===== config.mk =====
export PLATFORM = sky130hd
export DESIGN_NAME = gpio_pad_ctrl
export DESIGN_NICKNAME = d
export VERILOG_FILES = /design/src/rtl/gpio_pkg.sv /design/src/rtl/gpio_debounce.sv /design/src/rtl/gpio_pad_ctrl.sv
export SDC_FILE = /design/constraint.sdc
export NUM_CORES = 1
export LEC_CHECK = 0
export ABC_AREA = 1
export CAP_MARGIN = 20
export CORE_ASPECT_RATIO = 1.1
export CORE_MARGIN = 2
export CORE_UTILIZATION = 26
export CTS_CLUSTER_DIAMETER = 50
export DETAILED_ROUTE_END_ITERATION = 7
export GPL_TIMING_DRIVEN = 1
export PLACE_DENSITY = 0.78
export SLEW_MARGIN = 25
export SYNTH_ARGS = -nofsm -noshare
export SYNTH_HDL_FRONTEND = slang
export SYNTH_HIERARCHICAL = 1
export SYNTH_SLANG_ARGS = --single-unit

===== constraint.sdc =====
create_clock -name clk -period 1.6 [get_ports clk]
set_clock_uncertainty 0.05 [all_clocks]
set_input_delay 0.16 -clock clk [delete_from_list [all_inputs] [get_ports clk]]
set_output_delay 0.16 -clock clk [all_outputs]
set_load 0.02 [all_outputs]

===== src/rtl/gpio_pkg.sv =====
`default_nettype none
// ============================================================================
//  Module  : gpio_pkg
//  Purpose : Shared types and constants for the GPIO pad controller slice.
//            Holds the per-pin mode encoding, the pin-count ceiling and a
//            helper that extracts one pin's mode from the packed mode word.
//  Ports   : none (package)
//  Rev     : 1.0  initial release
// ============================================================================
package gpio_pkg;

   // Upper bound on the number of pins a single controller instance handles.
   localparam int unsigned GPIO_MAX_IO = 16;

   // Two-bit per-pin mode. RSVD is decoded exactly like HIZ.
   typedef enum logic [1:0] {
      HIZ  = 2'b00,
      OUT  = 2'b01,
      IN   = 2'b10,
      RSVD = 2'b11
   } gpio_mode_e;

   // Mode of pin idx, taken from bits [2*idx+1:2*idx] of the mode word.
   function automatic gpio_mode_e pin_mode(input logic [31:0] ctrl,
                                           input int unsigned idx);
      return gpio_mode_e'(ctrl[2*idx +: 2]);
   endfunction

endpackage : gpio_pkg
`default_nettype wire


===== src/rtl/gpio_debounce.sv =====
`default_nettype none
// ============================================================================
//  Module  : gpio_debounce
//  Purpose : Two-flop synchronizer followed by a counting debouncer for one
//            pad input. The stable level only changes after the synchronized
//            input has disagreed with it for DEBOUNCE consecutive cycles.
//  Ports   : clk      in  clock, rising edge
//            rst      in  synchronous reset, active-low
//            pad_i    in  raw asynchronous pad input
//            level_o  out debounced stable level
//            chg_o    out high in the cycle whose closing edge flips level_o
//  Rev     : 1.0  initial release
// ============================================================================
module gpio_debounce #(
   parameter int unsigned DEBOUNCE = 4
) (
   input  logic clk,
   input  logic rst,
   input  logic pad_i,
   output logic level_o,
   output logic chg_o
);

   localparam int unsigned CNT_W = $clog2(DEBOUNCE + 1);
   localparam logic [CNT_W-1:0] C_CNT_MAX = CNT_W'(DEBOUNCE - 1);

   generate
      if (DEBOUNCE < 1 || DEBOUNCE > 65535) begin : g_bad_debounce
         $error("gpio_debounce: DEBOUNCE out of range 1..65535");
      end
   endgenerate

   logic             s1_q, s1_d;
   logic             s2_q, s2_d;
   logic             st_q, st_d;
   logic [CNT_W-1:0] cnt_q, cnt_d;

   // chg_o is combinational so the parent can register its edge flag on the
   // very edge that updates st.
   always_comb begin
      s1_d  = pad_i;
      s2_d  = s1_q;
      st_d  = st_q;
      cnt_d = cnt_q;
      chg_o = 1'b0;
      if (s2_q == st_q) begin
         // Any agreement restarts the run of disagreeing samples.
         cnt_d = '0;
      end else if (cnt_q == C_CNT_MAX) begin
         st_d  = s2_q;
         cnt_d = '0;
         chg_o = 1'b1;
      end else begin
         cnt_d = cnt_q + 1'b1;
      end
   end

   always_ff @(posedge clk) begin
      if (!rst) begin
         s1_q  <= 1'b0;
         s2_q  <= 1'b0;
         st_q  <= 1'b0;
         cnt_q <= '0;
      end else begin
         s1_q  <= s1_d;
         s2_q  <= s2_d;
         st_q  <= st_d;
         cnt_q <= cnt_d;
      end
   end

   assign level_o = st_q;

endmodule : gpio_debounce
`default_nettype wire


===== src/rtl/gpio_pad_ctrl.sv =====
`default_nettype none
// ============================================================================
//  Module  : gpio_pad_ctrl
//  Purpose : Per-pin pad control for a GPIO block: registered output data and
//            output enable from the mode word, synchronized and debounced pin
//            input, and sticky edge-pending flags for pins in input mode.
//  Ports   : clk        in  clock, rising edge
//            rst        in  synchronous reset, active-low
//            reg_ctrl   in  [31:0] mode word, 2 bits per pin
//            reg_data   in  [31:0] output data, 1 bit per pin
//            io_pad_i   in  [NUM_IO-1:0] raw pad inputs
//            irq_clr_i  in  [NUM_IO-1:0] write-1-to-clear pending flags
//            io_pad_o   out [NUM_IO-1:0] pad output data
//            io_pad_oe  out [NUM_IO-1:0] pad output enable (1 = drive)
//            io_pin_o   out [NUM_IO-1:0] debounced pin level
//            irq_pend_o out [NUM_IO-1:0] pending edge flags
//            irq_o      out OR of all pending flags
//  Rev     : 1.0  initial release
// ============================================================================
module gpio_pad_ctrl
   import gpio_pkg::*;
#(
   parameter int unsigned NUM_IO   = 2,
   parameter int unsigned DEBOUNCE = 4
) (
   input  logic              clk,
   input  logic              rst,
   input  logic [31:0]       reg_ctrl,
   input  logic [31:0]       reg_data,
   input  logic [NUM_IO-1:0] io_pad_i,
   input  logic [NUM_IO-1:0] irq_clr_i,
   output logic [NUM_IO-1:0] io_pad_o,
   output logic [NUM_IO-1:0] io_pad_oe,
   output logic [NUM_IO-1:0] io_pin_o,
   output logic [NUM_IO-1:0] irq_pend_o,
   output logic              irq_o
);

   generate
      if (NUM_IO < 1 || NUM_IO > GPIO_MAX_IO) begin : g_bad_num_io
         $error("gpio_pad_ctrl: NUM_IO out of range 1..16");
      end
   endgenerate

   logic [NUM_IO-1:0] level_w;
   logic [NUM_IO-1:0] chg_w;

   // Input conditioning runs regardless of mode; mode only gates edge flags.
   generate
      for (genvar gi = 0; gi < NUM_IO; gi++) begin : g_pin
         gpio_debounce #(
            .DEBOUNCE (DEBOUNCE)
         ) u_debounce (
            .clk     (clk),
            .rst     (rst),
            .pad_i   (io_pad_i[gi]),
            .level_o (level_w[gi]),
            .chg_o   (chg_w[gi])
         );
      end
   endgenerate

   logic [NUM_IO-1:0] pad_o_q, pad_o_d;
   logic [NUM_IO-1:0] oe_q,    oe_d;
   logic [NUM_IO-1:0] pend_q,  pend_d;

   always_comb begin
      pad_o_d = '0;
      oe_d    = '0;
      pend_d  = '0;
      for (int unsigned i = 0; i < NUM_IO; i++) begin
         pad_o_d[i] = reg_data[i];
         // Only OUT drives; RSVD falls through with HIZ.
         oe_d[i]    = (pin_mode(reg_ctrl, i) == OUT);
         // The set term is ORed after the clear so a colliding edge wins.
         pend_d[i]  = (pend_q[i] & ~irq_clr_i[i])
                    | (chg_w[i] & (pin_mode(reg_ctrl, i) == IN));
      end
   end

   always_ff @(posedge clk) begin
      if (!rst) begin
         pad_o_q <= '0;
         oe_q    <= '0;
         pend_q  <= '0;
      end else begin
         pad_o_q <= pad_o_d;
         oe_q    <= oe_d;
         pend_q  <= pend_d;
      end
   end

   // Mode/data bits beyond the last pin are intentionally ignored.
   logic unused_reg_bits;
   assign unused_reg_bits = ^{reg_ctrl, reg_data};

   assign io_pad_o   = pad_o_q;
   assign io_pad_oe  = oe_q;
   assign io_pin_o   = level_w;
   assign irq_pend_o = pend_q;
   assign irq_o      = |pend_q;

endmodule : gpio_pad_ctrl
`default_nettype wire


==> metrics.md, run 1 <==
| Metric | Value |
|---|---|
| Synth Area in XOR/XNOR | `0` |
| GP Congestion | `0.619` |
| Synth cell count leaders | `dfxtp_1, inv_1, nand2_1` |
| RSZ-0062 raised after global routing | `false` |
| Leakage | `0.459 nW` |
| Total number of vias | `533` |
| Initial Utilization | `0.275` |
| GRT Residual Overflow | `0` |
| Simple-gate share of the synthesized area | `0.232` |
| Slowest stage delay, CP | `0.62 ns` |
| Routed length per placed instance | `8.36 um` |
| Worst hold path type | `in -> reg` |
| Clk sinks | `18` |
| Max_slew headroom | `0.718` |
| Die Ht | `57.9 um` |
| Largest net degree at the start of global routing | `12` |
| CTS Root Cell | `clkbuf_4` |
| I/O pins | `79` |
| Mux contribution to synthesized area | `0` |
| Status | `finished clean` |
| Post-Place Setup Slack | `0.234 ns` |
| Clk slew on worst S/H paths | `0.10 ns` |
| Post-route insts no fill | `133` |
| Largest area contributor in the netlist | `dfxtp_1` |
| CTS Buffer Depth | `2` |
| Placed Instances | `129` |
| IR drop worst, VDD | `0.332 mV` |
| GRT Overall Usage | `0.0824` |
| Post-Syn Area | `686 um2` |
| Largest delay contributor family on the critical path | `buffers and inverters` |
| Critical Path Source Type | `flip-flop` |
| CP Data Arrival Time | `1.28 ns` |
| Hold WS | `0.335 ns` |
| Setup_tns | `0 ns` |
| Largest family of logic cells by synthesized area | `simple AND/OR/NAND/NOR gates` |
| Vias in the first global route | `504` |
| Hpwl dp | `894 um` |
| Synth Area in Compound Gates | `0.0547` |
| Initial antenna violation count | `0` |
| Detailed Route WL | `between 1000 and 1500 um` |
| DIE WIDTH | `53.0 um` |
| Synth top area cells | `dfxtp_1, inv_1, ha_1` |
| Fmax | `about 670 MHz` |
| Fill cells | `264` |
| Post-route ant nets | `0` |
| Final-report max-slew violation count | `0` |
| Critical Path, Cell by Cell | `clkdlybuf4s50_1` |
| Fin crit share | `0.932` |
| FP Rows | `19` |
| Power per cell area | `~840 mW/mm2` |
| Layout Area Growth over Synthesis | `40.5%` |
| Crit path required time | `1.39 ns` |
| Pre-Repair DR Iteration Count | `2` |
| Slowest CP cell | `clkdlybuf4s50_1` |
| Core area | `0.00250 mm2` |
| Worst Setup End Kind | `output pin` |
| 1st-iter DRT viols | `6` |
| Main flop type after synthesis | `dfxtp_1` |
| Top cell type's share of synthesized area | `0.526` |
| Worst-Margin Slew | `0.422 ns` |
| Fin nets | `177` |
| First-pass GRT wire length | `1910 um` |
| Setup ws final | `between 0.1 and 0.15 ns` |
| Post-synth EDFFs | `0` |
| Mapped Avg Cell Area | `8.79 um2` |
| Synth Warn # | `6` |
| Cells after Synth | `78` |
| Async S/R FF share, synth | `0` |
| Sequential area share after synthesis | `0.526` |
| Min Tclk post-route | `1.49 ns` |
| Max Cap Violations | `0` |
| Share of post-route cells with drive strength above 1 | `0.167` |
| PortBufs | `20` |
| H-Tree Depth | `1` |
| Worst path buffer plus inverter count | `1` |
| Vias/cell | `4.01` |
| Synthesis-stage register bit count | `18` |
| Crit-path max FO | `4` |
| WS Path Type | `reg -> out` |
| Clock latency on the worst-skew pair | `between 0.2 and 0.3 ns` |
| CTS tree | `yes` |
| Die area | `between 0.003 and 0.004 mm2` |
| DRC errors left | `0` |
| Num CTS Buffers | `3` |
| Syn nets | `~150` |
| Hold Fails Final Rpt | `0` |
| Final setup violating endpoints | `0` |
| Synth Area in Adders | `0.0730` |
| Ant. Diodes | `0` |
| Distinct cells, synth | `14` |
-- placed cells by master (no fill, tap or decap), types with 3 or more instances in the layout --
| master | netlist | routed |
|---|---|---|
| clkbuf_4 | 0 | 3 |
| inv_2 | 3 | 3 |
| inv_1 | 18 | 18 |
| ha_1 | 4 | 4 |
| dfxtp_1 | 18 | 18 |
| nor2_1 | 6 | 6 |
| clkdlybuf4s50_1 | 0 | 19 |
| nand3_2 | 4 | 4 |
| nand2_1 | 12 | 12 |
-- sequential cells by signal (all words and copies together) (netlist names) --
name and count:
g_pin.u_debounce/cnt_q 6, io_pad_o 2, irq_pend_o 2, io_pad_oe 2, g_pin.u_debounce/level_o 2, g_pin.u_debounce/s2_q 2
g_pin.u_debounce/s1_q 2
-- cell families after synthesis --
kind of cell / after synthesis
AOI/OAI and AO/OA: 6
and+or+nand+nor: 29
adders and majority gates: 4
DFF: 18
buffers and inverters: 21
-- per-stage QoR --
stage               total power, W   util  instance area [um2]
global route              0.000846  0.386                  963
detailed placement        0.000544  0.370                  925
CTS                       0.000820  0.385                  961
global placement          0.000541  0.370                  925
floorplan                 0.000499      -                  686
finish                    0.000804  0.386                  963
-- what timing repair did --
action | 4_1_cts | 5_1_grt
gates resized for setup | 0 | 1
hold buffers | 0 | 0
setup endpoints to repair | 0 | 1
buffers inserted | 0 | 0
-- worst min-delay path, cell delays in order --
cell and delay, ns:
clkdlybuf4s50_1 0.39, nand2_1 0.06, inv_1 0.03
-- report_power, final --
group          leakage, nW  switching (W)  internal, W  total (W)
clock               0.0210       0.000133     0.000138   0.000271
sequential           0.147     0.00000349     0.000459   0.000462
combinational        0.291      0.0000313    0.0000395  0.0000708
-- final cells by class --
cell class	instances	area [um2]	area share
tap	31	38.8	0.0403
timing repair buffer	20	203	0.210
multi-input combinational	39	246	0.256
sequential	18	360	0.374
clock buffer	4	36.3	0.0377
inverter	21	78.8	0.0818
-- layer usage --
layer	vias to the layer above	global-route usage	part of all wire
met1	240	0.0841	0.41
met2	12	0.159	0.52
met4	0	0.0330	0
met3	0	0.0155	0.065
met5	-	0	0
li1	281	-	-
-- path summary, 6_finish.rpt --
| path | from | to | slack [ns] | cells after the start |
|---|---|---|---|---|
| min reg2reg | g_pin[1].u_debounce/s1_q$_SDFF_PN0_ | g_pin[1].u_debounce/s2_q$_SDFF_PN0_ | 0.37 | 2 |
| max | g_pin[0].u_debounce/level_o$_SDFFE_PN0P_ | io_pin_o[0] | 0.11 | 1 |
| max reg2reg | g_pin[1].u_debounce/cnt_q[0]$_SDFF_PP0_ | irq_pend_o[1]$_SDFF_PN0_ | 0.39 | 5 |
| min | reg_data[1] | io_pad_o[1]$_SDFF_PN0_ | 0.33 | 3 |
Power figures use the tool's default switching activity.
==> inputs of run 2 (changes only) <==
--- a/config.mk
+++ b/config.mk
@@ -13,9 +13,8 @@
 export CTS_CLUSTER_DIAMETER = 50
 export DETAILED_ROUTE_END_ITERATION = 7
 export GPL_TIMING_DRIVEN = 1
-export PLACE_DENSITY = 0.78
+export PLACE_DENSITY = 0.77
 export SLEW_MARGIN = 25
 export SYNTH_ARGS = -nofsm -noshare
 export SYNTH_HDL_FRONTEND = slang
-export SYNTH_HIERARCHICAL = 1
 export SYNTH_SLANG_ARGS = --single-unit
==> run 2 against run 1 <==
Net effect:
- critical path depth stayed put
- largest power group unchanged
- highest routed layer is now met4
- cell count is 5.3% higher
- worst setup slack lost 0.028 ns
- non-clock buffer count grew 2
==> metrics.md, run 2 <==
| Metric | Value |
|---|---|
| Simple-gate share of the synthesized area | `0.229 (-0.00292)` |
| Clk slew on worst S/H paths | `0.09 ns (about the same)` |
| Power per cell area | `790 mW/mm2 (-5.4%)` |
| Most frequent cells in the layout | `clkdlybuf4s50_1, inv_1, nand2_1, dfxtp_1, nor2_1` |
| Crit path required time | `1.39 ns (about the same)` |
| Clock power frac | `0.283 (-0.054)` |
| DRC errors left | `0 (unchanged)` |
| Detailed Route WL | `1140 um (+2.3%)` |
| Clk sinks | `18 (unchanged)` |
| CTS Buffer Depth | `2 (unchanged)` |
| GRT Overall Usage | `0.0898 (+0.00735)` |
| Fin crit share | `0.949 (+0.0174)` |
| H-Tree Depth | `1 (unchanged)` |
| Top reg by flops | `g_pin.u_debounce.cnt_q` |
| Leakage | `0.469 nW (+2.2%)` |
| Worst Setup End Kind | `output pin` |
| Hold WS | `0.341 ns (+0.00640 ns)` |
| Setup ws final | `0.0817 ns (-0.0279 ns)` |
| Largest delay contributor family on the critical path | `buffers and inverters` |
| Min Tclk post-route | `1.52 ns (+0.0279 ns)` |
| Async S/R FF share, synth | `0 (unchanged)` |
| Synth Area in XOR/XNOR | `0 (unchanged)` |
| Synth cell count leaders | `dfxtp_1, inv_1, nand2_1` |
| Post-CTS Hold Buffers | `0 (unchanged)` |
| Initial antenna violation count | `0 (unchanged)` |
| R2r setup slk | `0.45 ns (+0.06 ns)` |
| PortBufs | `20 (unchanged)` |
| Cells after Synth | `87 (+12%)` |
| # Post-CTS Setup Buffers | `0 (unchanged)` |
| Synth top area cells | `dfxtp_1, inv_1, nand2_1` |
| Vias in the first global route | `532 (+5.6%)` |
| Total number of vias | `559 (+4.9%)` |
| Main flop type after synthesis | `dfxtp_1` |
| Max Cap Violations | `0 (unchanged)` |
| Status | `finished clean` |
| Pint | `0.000588 W (-7.6%)` |
| RSZ-0062 raised after global routing | `false` |
| Power, Total | `0.000745 W (-7.4%)` |
| CTS Root Cell | `clkbuf_4` |
| Fin nets | `185 (+4.5%)` |
| Final-report max-slew violation count | `0 (unchanged)` |
| Share of post-route cells with drive strength above 1 | `0.0826 (-0.0841)` |
| DIE WIDTH | `53.3 um (+0.59%)` |
| Core area | `0.00252 mm2 (+0.95%)` |
| 1st-iter DRT viols | `7 (+1)` |
| Vias/cell | `3.99 (-0.37%)` |
| Die area | `0.00310 mm2 (+1.2%)` |
| Final setup violating endpoints | `0 (unchanged)` |
| Post-Syn Area | `694 um2 (+1.3%)` |
| Psw | `0.000156 W (-6.7%)` |
| Switch share | `0.210 (+0.00149)` |
| Synthesis-stage register bit count | `18 (unchanged)` |
| GP Congestion | `0.736 (+19%)` |
| R2r startpoint | `g_pin[0].u_debounce.cnt_q[0]$_SDFF_PP0_` |
| CP Data Arrival Time | `1.31 ns (+0.03 ns)` |
| I/O pins | `79 (unchanged)` |
| Post-Place Setup Slack | `0.241 ns (+0.00732 ns)` |
| Die Ht | `58.2 um (+0.60%)` |
| Sequential share of power | `0.621 (+0.046)` |
| Worst-Margin Slew | `0.213 ns (-0.209 ns)` |
| Clock latency on the worst-skew pair | `0.28 ns (about the same)` |
| Layout Area Growth over Synthesis | `35.9%` |
| Largest net degree at the start of global routing | `10 (-2)` |
| FF-to-FF path depth | `5 (unchanged)` |
| Pre-Repair DR Iteration Count | `3 (+1)` |
| WS Path Type | `reg -> out` |
| Sequential area share after synthesis | `0.519 (-0.00663)` |
| Critical Path, Cell by Cell | `clkdlybuf4s50_1` |
| Synth Area in Adders | `0.0721 (-0.000921)` |
| Distinct cells, synth | `13 (-1)` |
| Largest register FFs | `6 (unchanged)` |
| Hold Fails Final Rpt | `0 (unchanged)` |
| Post-synth EDFFs | `0 (unchanged)` |
| Ant. Diodes | `0 (unchanged)` |
| Post-route ant nets | `0 (unchanged)` |
| Final Util | `0.374 (-0.0116)` |
| Commonest non-fill, non-tap cell in the layout | `clkdlybuf4s50_1` |
| Num CTS Buffers | `3 (unchanged)` |
| Setup_tns | `0 ns (unchanged)` |
| Critical R2R Capture | `g_pin[0].u_debounce.cnt_q[0]$_SDFF_PP0_` |
| Initial Utilization | `0.276 (+0.000884)` |
| Syn nets | `161 (+5.9%)` |
| Routed length per placed instance | `8.13 um (-2.8%)` |
| Worst path buffer plus inverter count | `1 (unchanged)` |
| Top cell type's share of synthesized area | `0.519 (-0.00663)` |
| Min-delay src | `io_pad_i[0]` |
| Synth Area in Compound Gates | `0.0396 (-0.0151)` |
| Synth Warn # | `0 (-6)` |
| CTS tree | `yes` |
| Max_slew headroom | `0.857 (+0.140)` |
| Slowest stage delay, CP | `0.63 ns (about the same)` |
| Mux contribution to synthesized area | `0 (unchanged)` |
| First-pass GRT wire length | `2020 um (+5.8%)` |
| Hpwl dp | `918 um (+2.6%)` |
| FP Rows | `19 (unchanged)` |
| Largest family of logic cells by synthesized area | `simple AND/OR/NAND/NOR gates` |
| Logic pwr share | `0.096 (+0.008)` |
| Hold Path End | `g_pin[0].u_debounce.s1_q$_SDFF_PN0_` |
| Critical Path Source Type | `flip-flop` |
| Fmax | `659 MHz (-1.8%)` |
| IR drop worst, VDD | `0.396 mV (+19%)` |
| Mapped Avg Cell Area | `7.98 um2 (-9.2%)` |
| Crit-path max FO | `4 (unchanged)` |
| Worst hold path type | `in -> reg` |
| Largest area contributor in the netlist | `dfxtp_1` |
| Slowest CP cell | `clkdlybuf4s50_1` |
| GRT Residual Overflow | `0 (unchanged)` |
| WHS Path Cells | `3 (unchanged)` |
run 2: cell count changes after synthesis, sizes merged:
| cell | previous run | this run |
|---|---|---|
| inv | 21 | 19 |
| nand3 | 4 | 0 |
| nand3b | 0 | 2 |
| and3 | 2 | 0 |
| buf | 0 | 3 |
| nor2 | 8 | 16 |
| nand2 | 12 | 18 |
| a21oi | 4 | 2 |
run 2: layout make-up:
cell class	count	area (um2)
timing repair buffer	22	214
fill	283	1580
sequential	18	360
tap	31	38.8
multi-input combinational	47	236
clock buffer	3	22.5
inverter	19	71.3
run 2: worst max path at each step:
stage                                                  start                                       to  slack [ns]  depth (start not counted)
finish              g_pin[0].u_debounce.level_o$_SDFFE_PN0P_                              io_pin_o[0]        0.08                          1
global placement                    irq_pend_o[1]$_SDFF_PN0_                                    irq_o        0.28                          2
global route        g_pin[1].u_debounce.level_o$_SDFFE_PN0P_                              io_pin_o[1]        0.01                          1
floorplan            g_pin[0].u_debounce.cnt_q[0]$_SDFF_PP0_  g_pin[0].u_debounce.cnt_q[0]$_SDFF_PP0_        0.55                          5
detailed placement                  irq_pend_o[1]$_SDFF_PN0_                                    irq_o        0.24                          2
CTS                 g_pin[0].u_debounce.level_o$_SDFFE_PN0P_                              io_pin_o[0]        0.07                          1
run 2: logic make-up (layout without fill, tap and decap cells):
family	after synthesis	in the layout
flip-flops	18	18
buffers and inverters	22	44
AND/OR/NAND/NOR	39	39
adder cells (fa/ha/maj)	4	4
AO/OA/AOI/OAI	4	4
run 2: worst reg2reg max path: stages, from the launching register on:
cell     delay, ns
dfxtp_1       0.33
ha_1          0.20
ha_1          0.23
nor2_1        0.12
nand2_1       0.09
nor2_1        0.09
run 2: per-layer routing:
metal  global-route usage  vias up  share of wire
met5                    0        -              0
met4               0.0549        0          0.018
met3               0.0309        3          0.080
met2                0.148       20           0.48
met1               0.0963      238           0.42
li1                     -      298              -
run 2: power by group through the flow:
stage	sequential, W	combinational (W)	clock, W
2_1_floorplan	0.000479	0.0000237	0
3_3_place_gp	0.000473	0.0000712	0
3_5_place_dp	0.000473	0.0000725	0
4_1_cts	0.000463	0.0000730	0.000222
5_1_grt	0.000464	0.0000806	0.000243
6_report	0.000462	0.0000717	0.000211
run 2: per-stage QoR:
step           cell area, um2  instances
3_3_place_gp              922        137
2_1_floorplan             694         87
5_1_grt                   943        140
4_1_cts                   943        140
3_5_place_dp              922        137
6_report                  943        140
run 2: repair_timing:
action | 4_1_cts | 5_1_grt
resized for setup | 1 | 0
endpoints found under the hold margin | 0 | 0
endpoints found under the setup margin | 1 | 0
